<file path="config.mk">
export PLATFORM = sky130hd
export DESIGN_NAME = message_dispatcher
export DESIGN_NICKNAME = d
export VERILOG_FILES = /design/src/rtl/message_dispatcher.sv
export SDC_FILE = /design/constraint.sdc
export NUM_CORES = 1
export LEC_CHECK = 0
export BUFFER_PORTS_ARGS = -buffer_cell sky130_fd_sc_hd__buf_2
export CORE_MARGIN = 3
export CORE_UTILIZATION = 60
export CTS_BUF_LIST = sky130_fd_sc_hd__clkbuf_8
export CTS_CLUSTER_SIZE = 24
export DETAILED_ROUTE_END_ITERATION = 8
export GPL_TIMING_DRIVEN = 0
export PLACE_DENSITY = 0.87
export RECOVER_POWER = 100
export REMOVE_ABC_BUFFERS = 1
export SYNTH_ARGS = -nofsm -noshare
export SYNTH_HDL_FRONTEND = slang
export SYNTH_SLANG_ARGS = --single-unit
</file>
<file path="constraint.sdc">
create_clock -name clk -period 9.05 [get_ports clk]
set_input_delay 1.3575 -clock clk [delete_from_list [all_inputs] [get_ports clk]]
set_output_delay 1.3575 -clock clk [all_outputs]
set_load 0.05 [all_outputs]
</file>
<file path="src/rtl/message_dispatcher.sv">
// Routes execute-stage requests into one of two independent FIFOs (post office
// or mailbox); each FIFO presents its head entry on a valid/ready channel.

module dispatcher_queue #(
    parameter int DATA_W = 64,
    parameter int DEPTH  = 2
) (
    input  logic                       clk,
    input  logic                       rst,
    input  logic                       flush,
    input  logic                       push,
    input  logic [DATA_W-1:0]          push_data,
    input  logic                       pop_ready,
    output logic                       valid,
    output logic [DATA_W-1:0]          data,
    output logic [$clog2(DEPTH):0]     count
);
    localparam int PW = $clog2(DEPTH);
    localparam int CW = PW + 1;

    logic [DATA_W-1:0] mem [DEPTH];
    logic [PW-1:0]     rd_ptr;
    logic [PW-1:0]     wr_ptr;
    logic [CW-1:0]     count_q;
    logic              do_push;
    logic              do_pop;

    // Flush and reset freeze both ends of the queue before the clear takes effect.
    assign do_push = push && !rst && !flush;
    assign do_pop  = valid && pop_ready && !rst && !flush;

    assign valid = (count_q != '0);
    assign data  = mem[rd_ptr];
    assign count = count_q;

    always_ff @(posedge clk) begin
        if (rst || flush) begin
            rd_ptr  <= '0;
            wr_ptr  <= '0;
            count_q <= '0;
        end else begin
            if (do_push) wr_ptr <= wr_ptr + PW'(1);
            if (do_pop)  rd_ptr <= rd_ptr + PW'(1);
            if (do_push && !do_pop)      count_q <= count_q + CW'(1);
            else if (do_pop && !do_push) count_q <= count_q - CW'(1);
        end
    end

    // Storage is unreset; the head is only observed while valid is high.
    always_ff @(posedge clk) begin
        if (do_push) mem[wr_ptr] <= push_data;
    end
endmodule

module message_dispatcher #(
    parameter int DATA_W = 64,
    parameter int DEPTH  = 2
) (
    input  logic                       clk,
    input  logic                       rst,
    input  logic                       flush,
    input  logic                       ex_dispatcher_valid,
    input  logic                       ex_dispatcher_is_send,
    input  logic [DATA_W-1:0]          ex_dispatcher_data,
    output logic                       dispatcher_ex_ready,
    output logic                       dispatcher_postoffice_valid,
    input  logic                       postoffice_dispatcher_ready,
    output logic [DATA_W-1:0]          dispatcher_postoffice_data,
    output logic                       dispatcher_mailbox_valid,
    input  logic                       mailbox_dispatcher_ready,
    output logic [DATA_W-1:0]          dispatcher_mailbox_data,
    output logic [$clog2(DEPTH):0]     dispatcher_postoffice_count,
    output logic [$clog2(DEPTH):0]     dispatcher_mailbox_count
);
    localparam int CW = $clog2(DEPTH) + 1;

    // Handshake: a transfer happens on any cycle where valid and ready are both
    // high; ready never looks at valid, and valid never looks at ready.
    logic [CW-1:0] sel_count;
    logic          push_po;
    logic          push_mb;

    // A full queue refuses a push even if it pops this cycle (no pass-through).
    assign sel_count           = ex_dispatcher_is_send ? dispatcher_postoffice_count
                                                       : dispatcher_mailbox_count;
    assign dispatcher_ex_ready = !rst && !flush && (sel_count < CW'(DEPTH));
    assign push_po = ex_dispatcher_valid && dispatcher_ex_ready && ex_dispatcher_is_send;
    assign push_mb = ex_dispatcher_valid && dispatcher_ex_ready && !ex_dispatcher_is_send;

    dispatcher_queue #(.DATA_W(DATA_W), .DEPTH(DEPTH)) u_postoffice_q (
        .clk       (clk),
        .rst       (rst),
        .flush     (flush),
        .push      (push_po),
        .push_data (ex_dispatcher_data),
        .pop_ready (postoffice_dispatcher_ready),
        .valid     (dispatcher_postoffice_valid),
        .data      (dispatcher_postoffice_data),
        .count     (dispatcher_postoffice_count)
    );

    dispatcher_queue #(.DATA_W(DATA_W), .DEPTH(DEPTH)) u_mailbox_q (
        .clk       (clk),
        .rst       (rst),
        .flush     (flush),
        .push      (push_mb),
        .push_data (ex_dispatcher_data),
        .pop_ready (mailbox_dispatcher_ready),
        .valid     (dispatcher_mailbox_valid),
        .data      (dispatcher_mailbox_data),
        .count     (dispatcher_mailbox_count)
    );
endmodule

</file>
==> impl_metrics.json, run 1 <==
{
  "status": "finished with violations",
  "violations": "capacitance limit, slew limit",
  "antenna_found_initial": 0,
  "clock_latency_ps": 510,
  "drc": 0,
  "routed_via_density": 5.43,
  "grt-busiest-layer": "met2",
  "start_util": 0.628,
  "fin_util": 0.734,
  "critPathBufInv": 2,
  "critPathTopFamily": "buffers and inverters",
  "synth_area_um2": 9750,
  "synth_area_per_cell_um2": 21.6,
  "cts_buffers": 40,
  "use_met1": 0.269,
  "io_pins": 206,
  "die_area_um2": 17800,
  "hold_buffers": 0,
  "async_reset_ff_frac": 0,
  "tns_ps": 0,
  "rows": 45,
  "hpwl_mm": 12.1,
  "grtUsageMet3": 0.0604,
  "slew_violations": 263,
  "cap_violations": 8,
  "grt_pass1_wl_mm": 29.3,
  "place_ws_ps": 5210,
  "critPathSlowestCell": "clkbuf_1",
  "setup_viol": 0,
  "worst_setup_path_start_kind": "flop",
  "vias": 5076,
  "gp_congestion": 0.718,
  "cts_max_path_buffers": 3,
  "first_pass_iters": 5,
  "routed_wl_mm": 19.2,
  "post-route-period-util": 0.665,
  "cts.htree.levels": 2,
  "critPathMaxFanout": 42,
  "ir_worst_vdd_mv": 0.169,
  "coreArea_um2": 15500,
  "ys_types": 22,
  "r2r_setup_slack_ps": 4560,
  "power_mw": 2.35,
  "syn_to_final_growth_pct": 17.0,
  "dp.cells": 865,
  "cts_tree": "done",
  "fmax_ghz": 0.166,
  "synth_cells": 451,
  "hold_violations": 0,
  "fin_skew_ps": 9.12,
  "root_buffer": "clkbuf_8",
  "finalNonFillerCells": 935,
  "worst_path_largest_cell_delay_ps": 2010,
  "worstPathRequired_ps": 7690,
  "first_global_vias": 5518,
  "drive_above_1_share": 0.257,
  "nets": 769,
  "cts.clk_slew.worst_paths_ps": 60,
  "yosys_warnings": 0,
  "p_per_area_nw_per_um2": 206,
  "diodes": 0,
  "gr-usage-all-layers": 0.213,
  "cp-end-kind": "primary output",
  "fp.dieW_um": 133,
  "p_leak_nw": 3.65,
  "portBuffers": 205,
  "overflow": 0,
  "cts-resized-gates": 0,
  "relSlewSlack": -0.824,
  "fp.dieH_um": 133,
  "ys_seq_elements": 266,
  "setup_ws_ps": 3030,
  "ys.flop_type": "edfxtp_1",
  "tightest_slew_ps": 2740,
  "cp_common_cell": "clkbuf_1",
  "seq_area_frac_synth": 0.809,
  "grt_max_degree": 43,
  "crit_chain": "clkbuf_1 > mux2_2 > clkbuf_1",
  "rsz0062_at_grt": "no",
  "min_path_type": "reg -> reg",
  "wire_per_inst_um": 20.5,
  "drtAntennaViolNets": 0,
  "drt_iter0_drc": 336,
  "gr-usage-met2": 0.362,
  "critical_path_arrival_ps": 4660,
  "synth_edf_count": 256,
  "critical_path_class": "reg -> out",
  "finalCriticalPeriod_ps": 6020,
  "postCtsSetupBuffers": 0,
  "cts_num_sinks": 266
}
[worst register-to-register path: stages (launching register included)]
cell      delay [ps]
dfxtp_1          360
nand3b_1         240
nor2_1           180
and2_0          1660
clkbuf_1        1600
[cells in the mapped netlist (all sizes together), types with 2 or more instances]
library cell / instances / area (um^2)
a21oi: 2 / 10.0
and2: 2 / 12.5
buf: 15 / 155
dfxtp: 10 / 200
edfxtp: 256 / 7690
ha: 2 / 25.0
mux2: 128 / 1440
nand3: 2 / 10.0
nor2: 10 / 37.5
nor2b: 2 / 12.5
o21ai: 4 / 20.0
or2: 3 / 18.8
or3: 2 / 12.5
xor2: 7 / 61.3
[placed cells by master (no fill, tap or decap), types with 4 or more instances in the layout]
cell,n
clkinv_1,11
edfxtp_1,256
mux2_2,125
clkbuf_8,46
nor2_1,10
buf_2,11
xor2_1,7
o21ai_0,4
clkbuf_1,207
inv_1,11
dfxtp_1,10
[metrics by stage]
stage | area [um^2] | hold WS [ps]
after global routing | 11400 | 542
after global placement | 10900 | 485
after CTS | 11800 | 509
after floorplan | 9600 | 472
final | 11400 | 508
after detailed placement | 11100 | 490
[power breakdown]
part           total [mW]  internal, mW  switching (mW)
combinational       0.104        0.0238          0.0806
sequential           1.37          1.36         0.00444
clock               0.873         0.461           0.412
total                2.35          1.85           0.498
[cells by family (layout without fill, tap and decap cells)]
group                      count (synthesis)  count (layout)  share of synthesized area
buffers and inverters                     15             288                     0.0159
adders and majority gates                  2               2                    0.00257
muxes                                    128             128                      0.148
and+or+nand+nor                           25              25                     0.0139
xor gates and xnor gates                   8               8                    0.00719
AOI/OAI and AO/OA                          7               7                    0.00385
DFF                                      266             266                      0.809
[registers in the layout (all words and copies together) (netlist names), named ones only]
signal / count
u_postoffice_q.mem: 128
u_mailbox_q.count: 2
u_postoffice_q.rd_ptr: 1
u_postoffice_q.wr_ptr: 1
u_mailbox_q.wr_ptr: 1
u_mailbox_q.rd_ptr: 1
u_postoffice_q.count: 2
u_mailbox_q.mem: 128
[final timing paths]
path	from	endpoint	depth (start not counted)
worst min-delay path	u_postoffice_q.rd_ptr$_SDFFE_PP0P_	flop	2
worst max register to register	u_postoffice_q.count[1]$_SDFFE_PP0P_	u_postoffice_q.mem[1][62]$_DFFE_PP_	4
worst min register to register	u_postoffice_q.rd_ptr$_SDFFE_PP0P_	flop	2
worst max-delay path	flop	dispatcher_postoffice_data[17]	3
[final cells by class]
type / instances / area, um^2
Multi-Input combinational cell: 170 / 1700
Tap cell: 211 / 264
Sequential cell: 266 / 7890
Clock inverter: 24 / 92.6
Timing Repair Buffer: 218 / 832
Fill cell: 1026 / 4130
Clock buffer: 46 / 633
[metal layers]
layer	up-vias	share of wire
li1	2280	-
met3	33	0.086
met1	2519	0.39
met5	-	0
met4	0	0.018
met2	244	0.50
Note: power is estimated with default switching activity, not from simulation.
==> run 2, diff against run 1 <==
--- a/config.mk
+++ b/config.mk
@@ -5,14 +5,15 @@
 export SDC_FILE = /design/constraint.sdc
 export NUM_CORES = 1
 export LEC_CHECK = 0
+export ABC_AREA = 1
 export BUFFER_PORTS_ARGS = -buffer_cell sky130_fd_sc_hd__buf_2
 export CORE_MARGIN = 3
-export CORE_UTILIZATION = 60
+export CORE_UTILIZATION = 51
 export CTS_BUF_LIST = sky130_fd_sc_hd__clkbuf_8
 export CTS_CLUSTER_SIZE = 24
 export DETAILED_ROUTE_END_ITERATION = 8
 export GPL_TIMING_DRIVEN = 0
-export PLACE_DENSITY = 0.87
+export PLACE_DENSITY = 0.78
 export RECOVER_POWER = 100
 export REMOVE_ABC_BUFFERS = 1
 export SYNTH_ARGS = -nofsm -noshare
==> constraint.sdc (replaced) <==
create_clock -name clk -period 5.2 [get_ports clk]
set_input_delay 0.78 -clock clk [delete_from_list [all_inputs] [get_ports clk]]
set_output_delay 0.78 -clock clk [all_outputs]
set_load 0.05 [all_outputs]
==> impl_metrics.json, run 2 <==
{
  "status": "finished with violations",
  "violations": "capacitance limit, slew limit",
  "critPathSlowestCell": "dfxtp_1",
  "cts_max_path_buffers": 3,
  "root_buffer": "clkbuf_8",
  "critical_path_arrival_ps": 2990,
  "critPathBufInv": 2,
  "nets": 786,
  "p_leak_nw": 3.74,
  "synth_area_leader_cell": "edfxtp_1",
  "vias": 5046,
  "fmax_ghz": 0.265,
  "overflow": 0,
  "synthTopCellsByArea": "edfxtp_1 (78%), mux2_2 (15%), dfxtp_1 (2.0%), buf_6 (1.5%), nor2_1 (0.50%)",
  "finalCriticalPeriod_ps": 3770,
  "start_util": 0.523,
  "critPathMaxFanout": 37,
  "grt_pass1_wl_mm": 28.9,
  "hold_violations": 0,
  "fp.dieW_um": 145,
  "synth_area_um2": 9810,
  "tightest_slew_ps": 1910,
  "finalNonFillerCells": 969,
  "drtAntennaViolNets": 0,
  "cts_buffers": 42,
  "ff_latch_area_um2": 7890,
  "multiInputGateArea_um2": 1700,
  "cts_num_sinks": 266,
  "synth_top_area_frac": 0.784,
  "rsz0062_at_grt": "no",
  "die_area_um2": 20900,
  "async_reset_ff_frac": 0,
  "cap_violations": 4,
  "rows": 50,
  "cp-end-kind": "primary output",
  "worstPathRequired_ps": 4420,
  "drt_iter0_drc": 181,
  "ir_worst_vdd_mv": 0.286,
  "slew_violations": 102,
  "setup_viol": 0,
  "crit_chain": "buf_16 > mux2_2 > clkbuf_1",
  "routed_wl_mm": 19.4,
  "postCtsSetupBuffers": 0,
  "fp.dieH_um": 145,
  "p_per_area_nw_per_um2": 348,
  "critical_path_class": "reg -> out",
  "synth_area_per_cell_um2": 21.0,
  "seq_area_frac_synth": 0.804,
  "final.fill_count": 1436,
  "syn_to_final_growth_pct": 18.1,
  "cts.clk_slew.worst_paths_ps": 60,
  "worst_setup_path_start_kind": "flop",
  "fin_util": 0.617,
  "critPathTopFamily": "flip-flops",
  "antenna_found_initial": 1,
  "worst_path_largest_cell_delay_ps": 1430,
  "coreArea_um2": 18800,
  "hold_buffers": 0,
  "power_mw": 4.03,
  "hpwl_mm": 12.4,
  "wire_per_inst_um": 20.1,
  "clock_latency_ps": 530,
  "ys.flop_type": "edfxtp_1",
  "first_pass_iters": 5,
  "fin_skew_ps": 18.2,
  "synth_common_cells": "edfxtp_1 (256), mux2_2 (128), buf_6 (13), nor2_1 (13), nand2_1 (11)",
  "drc": 0,
  "dp.cells": 903,
  "gr-usage-all-layers": 0.181,
  "final_cell_mix": "edfxtp_1 (256), clkbuf_1 (197), mux2_2 (128)",
  "relSlewSlack": -0.277,
  "cts.htree.levels": 2,
  "grt_max_degree": 41,
  "drive_above_1_share": 0.272,
  "diodes": 0,
  "synth_cells": 467,
  "ys_types": 21,
  "min_path_type": "in -> reg",
  "final_common_cell": "edfxtp_1",
  "routed_via_density": 5.21,
  "cts-resized-gates": 0,
  "post-route-period-util": 0.726,
  "reg_top3": "u_mailbox_q.mem (128), u_postoffice_q.mem (128)",
  "place_ws_ps": 2190,
  "io_pins": 206,
  "first_global_vias": 5398,
  "synth_edf_count": 256,
  "ys_seq_elements": 266,
  "synth.most_common_cell": "edfxtp_1",
  "portBuffers": 205,
  "yosys_warnings": 0,
  "cts_tree": "done",
  "setup_ws_ps": 1430,
  "gp_congestion": 0.852
}
run 2: worst reg2reg max path, stage by stage (launching register included):
cell	delay [ps]
dfxtp_1	400
nand2_1	140
nand2_2	90
nor2_1	70
nand4_1	120
clkinvlp_2	1290
buf_12	680
run 2: logic make-up (layout without fill, tap and decap cells):
group,Yosys count,count (layout),share of synthesized area
flip-flops,266,266,0.804
multiplexers,128,128,0.147
AND/OR/NAND/NOR,34,34,0.0185
buffers and inverters,25,293,0.0203
AO/OA/AOI/OAI,10,10,0.00561
adder cells (fa/ha/maj),2,2,0.00255
XOR/XNOR,2,2,0.00179
run 2: report_power, final:
| group | switching, mW | leakage [nW] | internal, mW |
|---|---|---|---|
| registers | 0.00676 | 2.39 | 2.37 |
| clock network | 0.712 | 0.409 | 0.754 |
| logic | 0.144 | 0.940 | 0.0447 |
run 2: final cells by class:
| cell class | count | area share |
|---|---|---|
| Sequential cell | 266 | 0.681 |
| Timing Repair Buffer | 217 | 0.0844 |
| Inverter | 10 | 0.00346 |
| Clock buffer | 43 | 0.0511 |
| Tap cell | 234 | 0.0253 |
| Multi-Input combinational cell | 176 | 0.147 |
| Clock inverter | 23 | 0.00799 |
run 2: path summary, 6_finish.rpt:
kind,slack (ps),start,depth (start not counted),to
setup / recovery,1430,flop,3,dispatcher_postoffice_data[37]
hold / removal,510,ex_dispatcher_data[18],1,u_mailbox_q.mem[0][18]$_DFFE_PP_
setup reg to reg,2110,u_postoffice_q.count[1]$_SDFFE_PP0P_,6,u_postoffice_q.mem[1][35]$_DFFE_PP_
hold reg to reg,520,u_postoffice_q.rd_ptr$_SDFFE_PP0P_,2,flop
run 2: through the flow:
step	area, um^2	hold WS, ps	setup TNS (ps)
floorplan	9650	479	-55400
global placement	11000	491	-395740
detailed placement	11200	502	0
CTS	11900	432	0
global route	11600	479	0
finish	11600	509	0
run 2: routing by layer:
metal,up-vias,share of wire,global-route usage
li1,2309,-,-
met3,28,0.082,0.0565
met1,2496,0.41,0.221
met2,211,0.50,0.311
met5,-,0.00067,0
met4,2,0.014,0.0574
==> run 3, diff against run 2 <==
--- a/config.mk
+++ b/config.mk
@@ -5,7 +5,7 @@
 export SDC_FILE = /design/constraint.sdc
 export NUM_CORES = 1
 export LEC_CHECK = 0
-export ABC_AREA = 1
+export ABC_AREA = 0
 export BUFFER_PORTS_ARGS = -buffer_cell sky130_fd_sc_hd__buf_2
 export CORE_MARGIN = 3
 export CORE_UTILIZATION = 51
==> constraint.sdc (replaced) <==
create_clock -name clk -period 3.2 [get_ports clk]
set_input_delay 0.48 -clock clk [delete_from_list [all_inputs] [get_ports clk]]
set_output_delay 0.48 -clock clk [all_outputs]
set_load 0.05 [all_outputs]
==> impl_metrics.json, run 3 (synthesis results as in run 1) <==
{
  "critPathBufInv": 2,
  "final.fill_count": 1365,
  "power_frac_seq": 0.574,
  "first_pass_iters": 4,
  "syn_to_final_growth_pct": 19.6,
  "hold_violations": 0,
  "root_buffer": "clkbuf_8",
  "cap_violations": 1,
  "overflow": 0,
  "p_per_area_nw_per_um2": 578,
  "final_cell_mix": "edfxtp_1 (256), clkbuf_1 (160), mux2_2 (128)",
  "drc": 0,
  "grt_max_degree": 38,
  "fp.dieW_um": 144,
  "grt_pass1_wl_mm": 29.0,
  "diodes": 0,
  "ir_worst_vdd_mv": 0.412,
  "post-route-period-util": 0.887,
  "slew_violations": 28,
  "fin_skew_ps": 20.2,
  "portBuffers": 205,
  "first_global_vias": 5481,
  "rsz0062_at_grt": "no",
  "finalCriticalPeriod_ps": 2840,
  "worst_path_largest_cell_delay_ps": 840,
  "cts_num_sinks": 266,
  "status": "finished with violations",
  "clockPowerShare": 0.381,
  "reg_top3": "u_mailbox_q.mem (128), u_postoffice_q.mem (128)",
  "finalNonFillerCells": 956,
  "drt_iter0_drc": 204,
  "final_common_cell": "edfxtp_1",
  "drtAntennaViolNets": 0,
  "crit_chain": "buf_12 > mux2_2 > clkbuf_2",
  "worst_setup_path_start_kind": "flop",
  "fmax_ghz": 0.352,
  "clock_latency_ps": 530,
  "gp_congestion": 0.759,
  "critical_path_arrival_ps": 2360,
  "tightest_slew_ps": 1560,
  "coreArea_um2": 18400,
  "setup_viol": 0,
  "fp.dieH_um": 144,
  "nets": 772,
  "power_mw": 6.74,
  "drive_above_1_share": 0.333,
  "cts.clk_slew.worst_paths_ps": 60,
  "combPwrFrac": 0.045,
  "p_leak_nw": 3.85,
  "cts.htree.levels": 2,
  "internal-power_mw": 5.30,
  "switchingPower_mw": 1.44,
  "cts-resized-gates": 0,
  "critPathSlowestCell": "dfxtp_2",
  "hpwl_mm": 12.4,
  "violations": "capacitance limit, slew limit",
  "cp-end-kind": "primary output",
  "worstPathRequired_ps": 2720,
  "cts_buffers": 43,
  "p_sw_frac": 0.214,
  "gr-usage-all-layers": 0.183,
  "critical_path_class": "reg -> out",
  "wire_per_inst_um": 20.2,
  "io_pins": 206,
  "vias": 5014,
  "antenna_found_initial": 0,
  "relSlewSlack": -0.0383,
  "dp.cells": 883,
  "cts_tree": "done",
  "hold_buffers": 0,
  "stdcell_area_um2": 11700,
  "start_util": 0.530,
  "critPathTopFamily": "flip-flops",
  "rows": 49,
  "routed_via_density": 5.24,
  "postCtsSetupBuffers": 0,
  "routed_wl_mm": 19.3,
  "min_path_type": "in -> reg",
  "cts_max_path_buffers": 3,
  "place_area_um2": 11200,
  "fin_util": 0.634,
  "critPathMaxFanout": 37,
  "die_area_um2": 20800,
  "tns_ps": 0
}
## run 3: metal layers
layer | up-vias | track usage | part of all wire
met3 | 55 | 0.0549 | 0.071
met5 | - | 0 | 0
li1 | 2280 | - | -
met4 | 0 | 0.0746 | 0.030
met1 | 2492 | 0.220 | 0.40
met2 | 187 | 0.310 | 0.50
## run 3: per-stage QoR
stage / setup slack [ps] / hold WS, ps
final: 362 / 207
after global routing: 246 / 192
after CTS: 528 / 123
after detailed placement: 615 / 499
after global placement: -6160 / 486
after floorplan: -2670 / 472
## run 3: final timing paths
check / from / slack [ps] / cells after the start / to
min reg2reg: u_postoffice_q.rd_ptr$_SDFFE_PP0P_ / 510 / 2 / u_postoffice_q.rd_ptr$_SDFFE_PP0P_
min: ex_dispatcher_data[60] / 210 / 1 / u_postoffice_q.mem[0][60]$_DFFE_PP_
max reg2reg: u_postoffice_q.count[1]$_SDFFE_PP0P_ / 470 / 5 / u_postoffice_q.mem[0][44]$_DFFE_PP_
max: flop / 360 / 3 / dispatcher_mailbox_data[42]
## run 3: layout make-up
cell class              count  area [um^2]  share of cell area
clock buffers              45          619              0.0531
flip-flops and latches    266         7890               0.677
multi-input cells         170         1710               0.147
clock inverters            28          135              0.0116
repair buffers            218         1020              0.0873
well taps                 229          287              0.0246
## run 3: power by group through the flow
| stage | sequential [mW] | combinational [mW] | clock, mW |
|---|---|---|---|
| finish | 3.87 | 0.303 | 2.57 |
| global route | 3.87 | 0.322 | 2.81 |
| CTS | 3.87 | 0.324 | 2.65 |
| detailed placement | 3.94 | 0.323 | 0 |
| global placement | 3.95 | 0.297 | 0 |
| floorplan | 3.95 | 0.185 | 0 |
## run 3: worst reg2reg max path: stages, from the launching register on
cell and delay (ps):
dfxtp_1 370, nand3b_1 250, nor3_1 970, buf_8 250
buf_6 160, clkbuf_1 370
